**src/rtl/lcd_frame_scheduler_pkg.sv**
```systemverilog
// Shared widths, data-action codes, scheduler state encodings and the frame-buffer address payload.
package lcd_frame_scheduler_pkg;

  localparam int unsigned LCD_DATA_BIT_WIDTH         = 8;
  localparam int unsigned LCD_ADDR_X_COUNT           = 8;
  localparam int unsigned LCD_ADDR_X_COUNT_BIT_WIDTH = 3;
  localparam int unsigned LCD_ADDR_Y_COUNT           = 64;
  localparam int unsigned LCD_ADDR_Y_COUNT_BIT_WIDTH = 6;
  localparam int unsigned LCD_ROW_COUNT_BIT_WIDTH    = 6;
  localparam int unsigned LCD_DATA_ACTION_BIT_WIDTH  = 2;

  localparam logic [LCD_DATA_ACTION_BIT_WIDTH-1:0] LCD_DATA_ACTION_WRITE_DATA               = 2'd0;
  localparam logic [LCD_DATA_ACTION_BIT_WIDTH-1:0] LCD_DATA_ACTION_WRITE_DISPLAY_START_LINE = 2'd1;

  localparam int unsigned LCD_SCHED_STATE_BIT_WIDTH = 3;
  localparam logic [LCD_SCHED_STATE_BIT_WIDTH-1:0] LCD_SCHED_STATE_IDLE      = 3'd0;
  localparam logic [LCD_SCHED_STATE_BIT_WIDTH-1:0] LCD_SCHED_STATE_FETCH     = 3'd1;
  localparam logic [LCD_SCHED_STATE_BIT_WIDTH-1:0] LCD_SCHED_STATE_LOAD      = 3'd2;
  localparam logic [LCD_SCHED_STATE_BIT_WIDTH-1:0] LCD_SCHED_STATE_SCROLL    = 3'd3;
  localparam logic [LCD_SCHED_STATE_BIT_WIDTH-1:0] LCD_SCHED_STATE_ISSUE     = 3'd4;
  localparam logic [LCD_SCHED_STATE_BIT_WIDTH-1:0] LCD_SCHED_STATE_WAIT_DONE = 3'd5;
  localparam logic [LCD_SCHED_STATE_BIT_WIDTH-1:0] LCD_SCHED_STATE_GAP       = 3'd6;

  typedef struct packed {
    logic [LCD_ADDR_X_COUNT_BIT_WIDTH-1:0] x;
    logic [LCD_ADDR_Y_COUNT_BIT_WIDTH-1:0] y;
  } lcd_fb_addr_t;

endpackage

```
**src/rtl/lcd_frame_cursor.sv**
```systemverilog
// Frame cursor: y runs fastest, x steps when y wraps; 'last' flags the final byte of the frame.
module lcd_frame_cursor
  import lcd_frame_scheduler_pkg::*;
(
  input  logic                                  clk_lcd,
  input  logic                                  reset_n,
  input  logic                                  advance,
  input  logic                                  clear,
  output logic [LCD_ADDR_X_COUNT_BIT_WIDTH-1:0] x,
  output logic [LCD_ADDR_Y_COUNT_BIT_WIDTH-1:0] y,
  output logic                                  last
);

  localparam logic [LCD_ADDR_X_COUNT_BIT_WIDTH-1:0] X_MAX = LCD_ADDR_X_COUNT_BIT_WIDTH'(LCD_ADDR_X_COUNT - 1);
  localparam logic [LCD_ADDR_Y_COUNT_BIT_WIDTH-1:0] Y_MAX = LCD_ADDR_Y_COUNT_BIT_WIDTH'(LCD_ADDR_Y_COUNT - 1);

  logic [LCD_ADDR_X_COUNT_BIT_WIDTH-1:0] x_d;
  logic [LCD_ADDR_Y_COUNT_BIT_WIDTH-1:0] y_d;

  always_comb begin
    x_d = x;
    y_d = y;
    if (clear) begin
      x_d = '0;
      y_d = '0;
    end else if (advance) begin
      if (y == Y_MAX) begin
        y_d = '0;
        x_d = (x == X_MAX) ? '0 : x + 1'b1;
      end else begin
        y_d = y + 1'b1;
      end
    end
  end

  always_ff @(posedge clk_lcd or negedge reset_n) begin
    if (!reset_n) begin
      x    <= '0;
      y    <= '0;
      last <= 1'b0;
    end else begin
      x    <= x_d;
      y    <= y_d;
      last <= (x_d == X_MAX) && (y_d == Y_MAX);
    end
  end

endmodule

```
**src/rtl/lcd_frame_scheduler.sv**
```systemverilog
// Streams a frame from the frame-buffer into lcd_encoder one byte per transfer and
// slots display start-line updates in between frames.
module lcd_frame_scheduler
  import lcd_frame_scheduler_pkg::*;
#(
  parameter int unsigned FRAME_GAP = 0
) (
  input  logic                                                         clk_lcd,
  input  logic                                                         reset_n,
  input  logic                                                         refresh_start,
  input  logic                                                         auto_refresh,
  input  logic                                                         start_line_req,
  input  logic [LCD_ROW_COUNT_BIT_WIDTH-1:0]                           start_line_in,
  output logic                                                         fb_rd_en,
  output logic [LCD_ADDR_X_COUNT_BIT_WIDTH+LCD_ADDR_Y_COUNT_BIT_WIDTH-1:0] fb_rd_addr,
  input  logic [LCD_DATA_BIT_WIDTH-1:0]                                fb_rd_data,
  output logic [LCD_DATA_BIT_WIDTH-1:0]                                data_write,
  output logic [LCD_ROW_COUNT_BIT_WIDTH-1:0]                           start_line_write,
  output logic [LCD_ADDR_Y_COUNT_BIT_WIDTH-1:0]                        addr_y,
  output logic [LCD_ADDR_X_COUNT_BIT_WIDTH-1:0]                        addr_x,
  output logic [LCD_DATA_ACTION_BIT_WIDTH-1:0]                         data_action,
  output logic                                                         data_busy,
  input  logic                                                         instr_busy,
  output logic                                                         frame_busy,
  output logic                                                         frame_done
);

  localparam int unsigned GAP_W = (FRAME_GAP > 1) ? $clog2(FRAME_GAP) : 1;

  logic [LCD_SCHED_STATE_BIT_WIDTH-1:0] state, state_d;
  logic                                 scroll_pending, scroll_pending_d;
  logic [LCD_ROW_COUNT_BIT_WIDTH-1:0]   scroll_value, scroll_value_d;
  logic [GAP_W-1:0]                     gap_cnt, gap_cnt_d;

  logic                                  fb_rd_en_d, data_busy_d, frame_busy_d, frame_done_d;
  logic [LCD_DATA_BIT_WIDTH-1:0]         data_write_d;
  logic [LCD_ROW_COUNT_BIT_WIDTH-1:0]    start_line_write_d;
  logic [LCD_ADDR_Y_COUNT_BIT_WIDTH-1:0] addr_y_d;
  logic [LCD_ADDR_X_COUNT_BIT_WIDTH-1:0] addr_x_d;
  logic [LCD_DATA_ACTION_BIT_WIDTH-1:0]  data_action_d;

  logic                                  advance_c, clear_c;
  logic [LCD_ADDR_X_COUNT_BIT_WIDTH-1:0] cur_x;
  logic [LCD_ADDR_Y_COUNT_BIT_WIDTH-1:0] cur_y;
  logic                                  cur_last;
  lcd_fb_addr_t                          rd_addr;

  lcd_frame_cursor u_cursor (
    .clk_lcd (clk_lcd),
    .reset_n (reset_n),
    .advance (advance_c),
    .clear   (clear_c),
    .x       (cur_x),
    .y       (cur_y),
    .last    (cur_last)
  );

  // Cursor flops drive the read address directly, so it is already advanced when FETCH begins.
  assign rd_addr    = '{x: cur_x, y: cur_y};
  assign fb_rd_addr = rd_addr;

  always_comb begin
    state_d            = state;
    scroll_pending_d   = scroll_pending;
    scroll_value_d     = scroll_value;
    gap_cnt_d          = gap_cnt;
    fb_rd_en_d         = 1'b0;
    frame_done_d       = 1'b0;
    data_busy_d        = data_busy;
    frame_busy_d       = frame_busy;
    data_write_d       = data_write;
    start_line_write_d = start_line_write;
    addr_y_d           = addr_y;
    addr_x_d           = addr_x;
    data_action_d      = data_action;
    advance_c          = 1'b0;
    clear_c            = 1'b0;

    case (state)
      LCD_SCHED_STATE_IDLE: begin
        // A scroll arriving this cycle claims the slot, so a coincident refresh is dropped.
        if (!instr_busy) begin
          if (scroll_pending) begin
            state_d = LCD_SCHED_STATE_SCROLL;
          end else if (!start_line_req && (refresh_start || auto_refresh)) begin
            state_d      = LCD_SCHED_STATE_FETCH;
            fb_rd_en_d   = 1'b1;
            frame_busy_d = 1'b1;
            clear_c      = 1'b1;
          end
        end
      end
      LCD_SCHED_STATE_FETCH: state_d = LCD_SCHED_STATE_LOAD;
      LCD_SCHED_STATE_LOAD: begin
        data_write_d  = fb_rd_data;
        addr_x_d      = cur_x;
        addr_y_d      = cur_y;
        data_action_d = LCD_DATA_ACTION_WRITE_DATA;
        data_busy_d   = 1'b0;
        state_d       = LCD_SCHED_STATE_ISSUE;
      end
      LCD_SCHED_STATE_SCROLL: begin
        start_line_write_d = scroll_value;
        data_action_d      = LCD_DATA_ACTION_WRITE_DISPLAY_START_LINE;
        scroll_pending_d   = 1'b0;
        data_busy_d        = 1'b0;
        state_d            = LCD_SCHED_STATE_ISSUE;
      end
      LCD_SCHED_STATE_ISSUE: begin
        if (instr_busy) begin
          data_busy_d = 1'b1;
          state_d     = LCD_SCHED_STATE_WAIT_DONE;
        end
      end
      LCD_SCHED_STATE_WAIT_DONE: begin
        if (!instr_busy) begin
          if (data_action == LCD_DATA_ACTION_WRITE_DISPLAY_START_LINE) begin
            state_d = LCD_SCHED_STATE_IDLE;
          end else begin
            advance_c = 1'b1;
            if (cur_last) begin
              frame_done_d = 1'b1;
              frame_busy_d = 1'b0;
              gap_cnt_d    = '0;
              state_d      = (FRAME_GAP == 0) ? LCD_SCHED_STATE_IDLE : LCD_SCHED_STATE_GAP;
            end else begin
              fb_rd_en_d = 1'b1;
              state_d    = LCD_SCHED_STATE_FETCH;
            end
          end
        end
      end
      LCD_SCHED_STATE_GAP: begin
        if (gap_cnt == GAP_W'(FRAME_GAP - 1)) begin
          state_d = LCD_SCHED_STATE_IDLE;
        end else begin
          gap_cnt_d = gap_cnt + 1'b1;
        end
      end
      default: state_d = LCD_SCHED_STATE_IDLE;
    endcase

    // Latched after the SCROLL clear so a request in that same cycle is not lost.
    if (start_line_req) begin
      scroll_pending_d = 1'b1;
      scroll_value_d   = start_line_in;
    end
  end

  always_ff @(posedge clk_lcd or negedge reset_n) begin
    if (!reset_n) begin
      state            <= LCD_SCHED_STATE_IDLE;
      scroll_pending   <= 1'b0;
      scroll_value     <= '0;
      gap_cnt          <= '0;
      fb_rd_en         <= 1'b0;
      data_busy        <= 1'b1;
      frame_busy       <= 1'b0;
      frame_done       <= 1'b0;
      data_write       <= '0;
      start_line_write <= '0;
      addr_y           <= '0;
      addr_x           <= '0;
      data_action      <= LCD_DATA_ACTION_WRITE_DATA;
    end else begin
      state            <= state_d;
      scroll_pending   <= scroll_pending_d;
      scroll_value     <= scroll_value_d;
      gap_cnt          <= gap_cnt_d;
      fb_rd_en         <= fb_rd_en_d;
      data_busy        <= data_busy_d;
      frame_busy       <= frame_busy_d;
      frame_done       <= frame_done_d;
      data_write       <= data_write_d;
      start_line_write <= start_line_write_d;
      addr_y           <= addr_y_d;
      addr_x           <= addr_x_d;
      data_action      <= data_action_d;
    end
  end

endmodule
```
**config.mk**
```make
export PLATFORM = sky130hd
export DESIGN_NAME = lcd_frame_scheduler
export DESIGN_NICKNAME = d
export VERILOG_FILES = /design/src/rtl/lcd_frame_scheduler_pkg.sv /design/src/rtl/lcd_frame_cursor.sv /design/src/rtl/lcd_frame_scheduler.sv
export SDC_FILE = /design/constraint.sdc
export NUM_CORES = 1
export LEC_CHECK = 0
export ABC_AREA = 1
export ABC_CLOCK_PERIOD_IN_PS = 1700
export CAP_MARGIN = 15
export CORE_MARGIN = 3
export CORE_UTILIZATION = 40
export CTS_CLUSTER_DIAMETER = 30
export DETAILED_ROUTE_END_ITERATION = 10
export PLACE_DENSITY = 0.71
export SYNTH_ARGS = -nofsm -noshare
export SYNTH_HDL_FRONTEND = slang
export SYNTH_SLANG_ARGS = --single-unit
```
**constraint.sdc**
```tcl
create_clock -name clk_lcd -period 1.7 [get_ports clk_lcd]
set_clock_uncertainty 0.15 [all_clocks]
set_input_delay 0.17 -clock clk_lcd [delete_from_list [all_inputs] [get_ports clk_lcd]]
set_output_delay 0.17 -clock clk_lcd [all_outputs]
set_load 0.01 [all_outputs]
```
# Word-level counts from Yosys, hierarchy flattened
# Index checks and enable logic that the tools add are counted.
# classes
reduce_logical,15
n_addsub,3
muxes,45
n_eq_ne,20
# ops
operator,n
2-to-1 mux 3 bit,10
2-to-1 mux 1 bit,26
2-to-1 mux 6 bit,3
one-hot mux 3 bit (6 select lines),1
"== test 3 bit, second input constant",5
"inequality test 2 bit, second input constant",7
"== test 6 bit, second input constant",2
nonzero test 2 bit,5
one-hot mux 1 bit (2 select lines),4
AND reduction 7 bit,1
"adder 6 x 1 -> 6 bit, second input constant",1
"== test 3 x 2 -> 1 bit, second input constant",2
AND reduction 5 bit,1
one-hot mux 2 bit (2 select lines),1
AND reduction 4 bit,1
"adder 3 x 1 -> 3 bit, second input constant",1
"== test 3 x 1 -> 1 bit, second input constant",1
zero test 3 bit,1
"inequality test 3 bit, second input constant",1
"== test 2 x 1 -> 1 bit, second input constant",1
logical AND 1 bit,2
"inequality test 2 x 1 -> 1 bit, second input constant",1
AND reduction 2 bit,1
OR reduction 2 bit,1
other kinds (3),3
# word_totals
in_bits,20
register_bits,50
output_inout_bits,38
wordCells,99

# Longest topological paths before layout
# Gate-level depths: netlist of run 1.
# logic_depth
depth_word,9
mapped_depth,10
ltp_nobuf,10

# Cells and area by module
# A second synthesis of run 1 with hierarchy kept.
# unflattened
cells_unflattened,264
hier_area_um2,2264.7
# modules_own_cells
module,area_each_um2,instances,cells_per_inst
lcd_frame_scheduler,1671.6,1,188
lcd_frame_cursor,593.1,1,76

# Worst setup path before layout of run 1
# OpenSTA, ideal clock, no wires.
# synth_path
path_kind,flip-flop to flip-flop
startpoint,register u_cursor.x[0]
endpoint,register u_cursor.last
setup_slack_ns,0.036
path_buffers,0
setup_time_ns,0.071
arrival_ns,1.442
path_stages_with_launch,9
path_cell_list,dfrtp_1 > ha_1 > ha_1 > or2_2 > nand3_1 > nand3_1 > nor2_1 > nand3_1 > nor2_1
# synth_via
elab_chain_len,7
# synth_lines
item,line,rtl
from (decl),lcd_frame_cursor.sv:9,"output logic [LCD_ADDR_X_COUNT_BIT_WIDTH-1:0] x,"
from (signal assigned),lcd_frame_cursor.sv:38,x <= '0;
from (signal assigned),lcd_frame_cursor.sv:42,x <= x_d;
adder 3 x 1 -> 3 bit / == test 3 bit (equally long branches),lcd_frame_cursor.sv:29,x_d = (x == X_MAX) ? '0 : x + 1'b1;
2-to-1 mux 3 bit,lcd_frame_cursor.sv:29,
2-to-1 mux 3 bit,lcd_frame_cursor.sv:27,if (y == Y_MAX) begin
2-to-1 mux 3 bit (*),lcd_frame_cursor.sv:26,end else if (advance) begin
2-to-1 mux 3 bit (*),lcd_frame_cursor.sv:23,if (clear) begin
== test 3 bit (*),lcd_frame_cursor.sv:44,last <= (x_d == X_MAX) && (y_d == Y_MAX);
logical AND 1 bit (*),lcd_frame_cursor.sv:44,
to (signal assigned),lcd_frame_cursor.sv:44,
to (decl),lcd_frame_cursor.sv:11,output logic last
# Mark *: on every way between the ends. The rest lies on a longest branch, timed or not.
# A chain may end at the register's enable or synchronous reset.

# Final worst setup path of run 1
# Same ends and word-level chain as after synthesis.

==> flow_metrics.tcl, run 1 <==
set metrics [dict create \
    status "finished, violations left" \
    violations "setup timing" \
    yosys-top-cells-area "dfrtp_1 (55%), nand2_1 (13%), o21ai_0 (6.7%), inv_1 (6.4%), nand3_1 (3.2%)" \
    pwr_density_cell_nw_per_um2 1540 \
    firstDrtPassIters 4 \
    finalMaxSlewViolations 0 \
    use_met1_pct 18.6 \
    clkPwrFrac_pct 13.6 \
    vias_per_cell 4.68 \
    drt-total-wl_mm 4.69 \
    grt_use_met2_pct 26.0 \
    first_iter_violations 67 \
    fp.dieH_um 79.6 \
    combPwrFrac_pct 46.8 \
    grt_use_met3_pct 4.63 \
    crit_slowest_cell "dfrtp_1" \
    fmax_mhz 585 \
    synth_seq_cells 49 \
    power.net_switching_mw 1.73 \
    hold_class "in2async" \
    setup-tns-final_ns -0.00871 \
    timing.final.crit_period_ns 1.71 \
    drive_gt1_share_pct 13.4 \
    synth_top_area_share_pct 55.4 \
    grt_max_degree 33 \
    cp.required_ns 1.79 \
    worstPathArrival_ns 1.80 \
    clk_latency_ns 0.30 \
    cts.sinks 49 \
    swShare_pct 36.5 \
    p_int_mw 3.01 \
    drc 0 \
    cts_tree "yes" \
    wl_per_cell_um 11.5 \
    synthesis.nets 280 \
    synth_cell_type_count 26 \
    cts_root_buf "clkbuf_8" \
    top_usage_layer "met2" \
    synth_top_area_cell "dfrtp_1" \
    dpl.cell_count 397 \
    ir_drop_uv 577 \
    hpwl_mm 3.60 \
    critPathKind "reg2reg" \
    grt_setup_unrepaired "yes" \
    path_max_fanout 2 \
    grt_pass1_vias 1774 \
    synth_area_per_cell_um2 8.44 \
    synth_area_um2 2170 \
    row_count 26 \
    synth-seq-area-share_pct 56.6 \
    maxCapViolCount 0 \
    place.port_buffers 56 \
    num_antenna_cells 0 \
    area_growth_pct 41.3 \
    crit_chain "ha_1 > ha_1 > or2_2 > nand3_1 > nand3_1 > nor2_1 > nand3_1 > nor2_1" \
    slowest_delay_ns 0.38 \
    finalSetupViolations 1 \
    yosys_warnings 0 \
    vias 1903 \
    fin_ws_ns -0.00871 \
    cp-end-kind "register" \
    die_area_um2 6340 \
    pin_count 58 \
    hold_ws_ns 0.183 \
    detail-route-antenna-nets 0 \
    layout.nets 359 \
    core_region_area_um2 5170 \
    start_kind "register" \
    grt_antenna_before_repair 0 \
    postSynthCellCount 257 \
    stdcell_count 407 \
    seqPwrFrac_pct 39.7 \
    cts_buffers 5 \
    clk_pin_slew_ns 0.08 \
    htreeDepth 2 \
    grt_pass1_wl_mm 7.71 \
    post-route-period-util_pct 101 \
    cp_common_cell "nand3_1" \
    finalHoldViolations 0 \
    initial_utilization_pct 41.9 \
    place_congestion 0.865 \
    p_leak_nw 1.55 \
    clk_path_buf_depth 2 \
    grt-ovfl-total 0 \
    globalRouteTotalUtil_pct 15.5 \
    die_w_um 79.6 \
]
-- state kept, by name, summed over array words and instances (netlist names) --
register,flops
addr_y,6
data_action,1
data_busy,1
addr_x,3
scroll_pending,1
fb_rd_en,1
frame_busy,1
u_cursor.y,6
data_write,8
start_line_write,6
gap_cnt,1
frame_done,1
u_cursor.last,1
state,3
u_cursor.x,3
scroll_value,6
-- stage by stage --
stage                     util (%)  total power [mW]  instance area [µm²]  worst slack (ns)
after floorplan                  -              2.93                 2170            0.0363
after global placement        56.9              4.03                 2950            -0.114
after detailed placement      56.9              4.09                 2950            -0.112
after CTS                     58.7              4.75                 3040          0.000902
after global routing          59.3              5.13                 3070            -0.109
final                         59.3              4.73                 3070          -0.00871
-- cell usage after synthesis (all sizes together) --
master / number
inv: 40
o21ai: 29
a31oi: 1
a21oi: 3
or2: 1
o211ai: 1
nor3: 2
nand4: 2
xnor2: 1
xor2: 1
conb: 1
dfstp: 1
buf: 3
ha: 3
o22ai: 2
dfrtp: 48
nand3: 15
a41oi: 1
clkbuf: 5
nor2: 20
nand2: 77
-- power groups by stage --
| stage | logic [mW] | registers [mW] | clock network [mW] |
|---|---|---|---|
| after detailed placement | 2.20 | 1.89 | 0 |
| final | 2.21 | 1.88 | 0.642 |
| after global placement | 2.16 | 1.87 | 0 |
| after CTS | 2.21 | 1.87 | 0.663 |
| after global routing | 2.47 | 1.94 | 0.718 |
| after floorplan | 0.897 | 2.03 | 0 |
-- layout by cell type (no fill, tap or decap), drive strengths merged, types with 2 or more instances in the layout --
master,n
nand3,15
a21oi,3
ha,3
dfrtp,48
nand2,77
clkbuf,7
o22ai,2
buf,24
inv,40
nand4,2
clkdlybuf4s50,54
o21ai,29
nor2,20
nor3,2
-- critical path: cells and delay by family, from the launching register on --
kind,cells,cell delay [ns]
adders and majority gates,2,0.37
DFF,1,0.38
and+or+nand+nor,6,0.74
-- cell families after synthesis --
| logic type | share of synthesized area (%) |
|---|---|
| buffers and inverters | 9.00 |
| AO/OA/AOI/OAI | 9.00 |
| other | 0.173 |
| AND/OR/NAND/NOR | 22.7 |
| adder cells (fa/ha/maj) | 1.73 |
| flip-flops | 56.6 |
| XOR/XNOR | 0.808 |
-- final timing paths --
kind	cells after the start	endpoint	from	slack, ns
worst max-delay path	8	u_cursor.last	u_cursor.x[0]	-0.009
worst min-delay path	2	u_cursor.y[5]	reset_n	0.18
worst max register to register	8	u_cursor.last	u_cursor.x[0]	-0.009
worst min register to register	2	addr_x[1]	addr_x[1]	0.32
max in group asynchronous	3	data_busy	reset_n	0.65
min in group clk_lcd	3	scroll_value[1]	start_line_in[1]	0.26
-- cell type report --
class	instances	area, µm²
Clock buffer	7	76.3
Clock inverter	1	5.00
Inverter	40	150
Sequential cell	49	1230
Multi-Input combinational cell	160	759
Timing Repair Buffer	80	757
Tap cell	70	87.6
Fill cell	458	2110
-- layer usage --
layer	vias to the layer above	part of all wire, %
li1	956	-
met1	873	44
met2	66	47
met3	8	7.4
met4	0	1.6
met5	-	0
-- what timing repair did --
| action | 4_1_cts | 5_1_grt |
|---|---|---|
| gates cloned | 0 | 0 |
| hold buffers | 1 | 0 |
| pin swaps | 2 | 0 |
| setup endpoints to repair | 1 | 28 |
| buffers inserted | 0 | 1 |
| resized for setup | 0 | 9 |
| endpoints found under the hold margin | 17 | 0 |
Note: power is estimated with default switching activity, not from simulation.
==> run 2: changes to the inputs <==
- GPL_ROUTABILITY_DRIVEN: default -> 0
- TNS_END_PERCENT: default -> 50
==> results of run 2 <==
Same layout as run 1: the final DEF is identical, and so are final timing and power.
==> run 3: changes to the inputs <==
- PLACE_DENSITY: 0.71 -> 0.7
- SETUP_SLACK_MARGIN: default -> 0.05
- SYNTH_HIERARCHICAL: default -> 1
==> flow_metrics.tcl, run 3 <==
set metrics [dict create \
    drc 0 \
    num_antenna_cells 0 \
    clk_latency_ns 0.30 \
    vias_per_cell 4.64 \
    synthArstFlopShare_pct 100 \
    place.port_buffers 56 \
    row_count 26 \
    die_w_um 81.2 \
    violations "setup timing" \
    grt_setup_unrepaired "yes" \
    synth-simple-area-share_pct 27.2 \
    regToRegSetupSlack_ns -0.06 \
    fp.dieH_um 81.2 \
    synth_mux_area_share_pct 0 \
    reg2reg_to "u_cursor/last" \
    slowest_delay_ns 0.39 \
    grt-ovfl-total 0 \
    fin_total_pwr_mw 5.37 \
    pin_count 58 \
    grt_max_degree 24 \
    first_iter_violations 101 \
    initial_utilization_pct 42.7 \
    synth_area_per_cell_um2 8.58 \
    cp-end-kind "register" \
    synth_top_area_share_pct 53.0 \
    yosys-top-cells-area "dfrtp_1 (53%), nand2_1 (15%), inv_1 (5.8%), nand3_1 (3.5%), nor2_1 (3.0%)" \
    synth_seq_cells 49 \
    globalRouteTotalUtil_pct 16.7 \
    grt_pass1_vias 1947 \
    crit_chain "inv_2 > nand3_4 > nor2_4 > nand2_2 > inv_4 > inv_2 > nor2_4 > buf_4 > nand3b_1 > nand3_2 > nor2_1 > nand2_1 > nor2_2" \
    worstPathArrival_ns 1.82 \
    synth_fa_ha_area_share_pct 1.66 \
    cts.sinks 49 \
    crit_slowest_cell "dfrtp_1" \
    largest_reg_flops 8 \
    ir_drop_uv 708 \
    dpl.cell_count 416 \
    top_register "data_write" \
    layout.nets 388 \
    vias 2022 \
    die_area_um2 6600 \
    fmax_mhz 567 \
    regToRegStartpoint "state[1]" \
    cts_root_buf "clkbuf_8" \
    path_max_fanout 5 \
    synth_xor_xnor_area_share_pct 0.387 \
    synth_edf_count 0 \
    place_ws_ns -0.170 \
    synth_top_family_by_area "simple AND/OR/NAND/NOR gates" \
    reg2reg_depth 13 \
    hold_class "in2async" \
    synth_area_um2 2260 \
    start_kind "register" \
    critPathKind "reg2reg" \
    drt-total-wl_mm 5.37 \
    p_leak_nw 1.80 \
    status "finished, violations left" \
    cts_tree "yes" \
    maxCapViolCount 0 \
    stdcell_count 436 \
    grt_antenna_before_repair 0 \
    timing.final.crit_period_ns 1.76 \
    wl_per_cell_um 12.3 \
    firstDrtPassIters 4 \
    pwr_density_cell_nw_per_um2 1540 \
    synth_compound_area_share_pct 7.29 \
    detail-route-antenna-nets 0 \
    synthTopCellsByCount "nand2_1 (88), dfrtp_1 (48), inv_1 (35)" \
    hpwl_mm 3.81 \
    postSynthCellCount 264 \
    final_cell_mix "nand2_1 (82), dfrtp_1 (47), clkdlybuf4s50_1 (46)" \
    finalMaxSlewViolations 0 \
    finalHoldViolations 0 \
    cts_buffers 5 \
    synthesis.nets 287 \
    drive_gt1_share_pct 29.2 \
    synth_cell_type_count 32 \
    finish.utilization_pct 65.8 \
    cp.required_ns 1.76 \
    core_region_area_um2 5300 \
    post-route-period-util_pct 104 \
    clk_pin_slew_ns 0.09 \
    grt_pass1_wl_mm 8.50 \
    final_common_cell "nand2_1" \
    finalSetupViolations 6 \
    synth-main-ff-cell "dfrtp_1" \
    synth_top_area_cell "dfrtp_1" \
    htreeDepth 2 \
    area_growth_pct 54.0 \
    clk_path_buf_depth 2 \
    synth-seq-area-share_pct 54.2 \
    yosysMostFrequentCell "nand2_1" \
    fin_ws_ns -0.0638 \
    fill_cells 428 \
    yosys_warnings 6 \
]
==> run 3: cell types whose count changed after synthesis, sizes merged, moves of 2 or more <==
| cell | delta |
|---|---|
| nand2 | +13 |
| o21ai | -10 |
| nor2 | +7 |
| clkbuf | -4 |
| buf | +3 |
| a21o | +2 |
==> run 3: power breakdown <==
part / switching, mW / internal [mW] / total, mW
clock: 0.393 / 0.478 / 0.872
combinational: 1.33 / 1.36 / 2.69
sequential: 0.244 / 1.57 / 1.81
total: 1.96 / 3.41 / 5.37
==> run 3: cell type report <==
type | count | area, µm² | share of cell area [%]
flip-flops and latches | 49 | 1230 | 35.2
clock buffers | 6 | 82.6 | 2.37
clock inverters | 2 | 37.5 | 1.08
well taps | 70 | 87.6 | 2.51
repair buffers | 101 | 941 | 27.0
inverters | 39 | 159 | 4.56
multi-input cells | 169 | 951 | 27.3
==> run 3: stage by stage <==
stage | cell area (µm²) | hold slack [ns] | setup TNS (ns)
floorplan | 2270 | -0.276 | -0.0253
global placement | 3140 | -0.0235 | -0.383
detailed placement | 3140 | -0.0209 | -0.589
CTS | 3340 | 0.180 | -0.0968
global route | 3490 | 0.219 | -0.904
finish | 3490 | 0.173 | -0.192
==> run 3: worst max path at each step <==
stage                   start  cells past startpoint  slack (ns)            end
6_report             state[1]                     13       -0.06  u_cursor/last
3_3_place_gp   start_line_req                     11       -0.14  u_cursor/last
4_1_cts              state[1]                     13       -0.06  u_cursor/last
3_5_place_dp     auto_refresh                     10       -0.17  u_cursor/last
5_1_grt              state[1]                     13       -0.16  u_cursor/last
2_1_floorplan        state[1]                     13       -0.03  u_cursor/last
==> run 3: cell families after synthesis <==
family,Yosys count
DFF,49
other,1
and+or+nand+nor,138
AOI/OAI and AO/OA,26
adders and majority gates,3
xor gates and xnor gates,1
buffers and inverters,46
==> run 3: metal layers <==
layer / global-route usage (%) / part of all wire [%] / vias up
met5: 0 / 0 / -
met4: 5.24 / 1.5 / 0
met3: 4.10 / 5.1 / 8
met2: 28.7 / 50 / 54
met1: 20.5 / 43 / 947
li1: - / - / 1013
==> run 3: what timing repair did <==
| action | CTS | global route |
|---|---|---|
| pin swaps | 10 | 18 |
| hold endpoints to repair | 37 | 0 |
| buffers inserted | 7 | 4 |
| setup endpoints to repair | 16 | 19 |
| hold buffers | 1 | 0 |
| resized for setup | 13 | 36 |
==> run 3: critical path, delay by kind of cell, from the launching register on <==
kind                   cells  cell delay, ns
and+or+nand+nor            9            0.76
buffers and inverters      4            0.35
DFF                        1            0.39
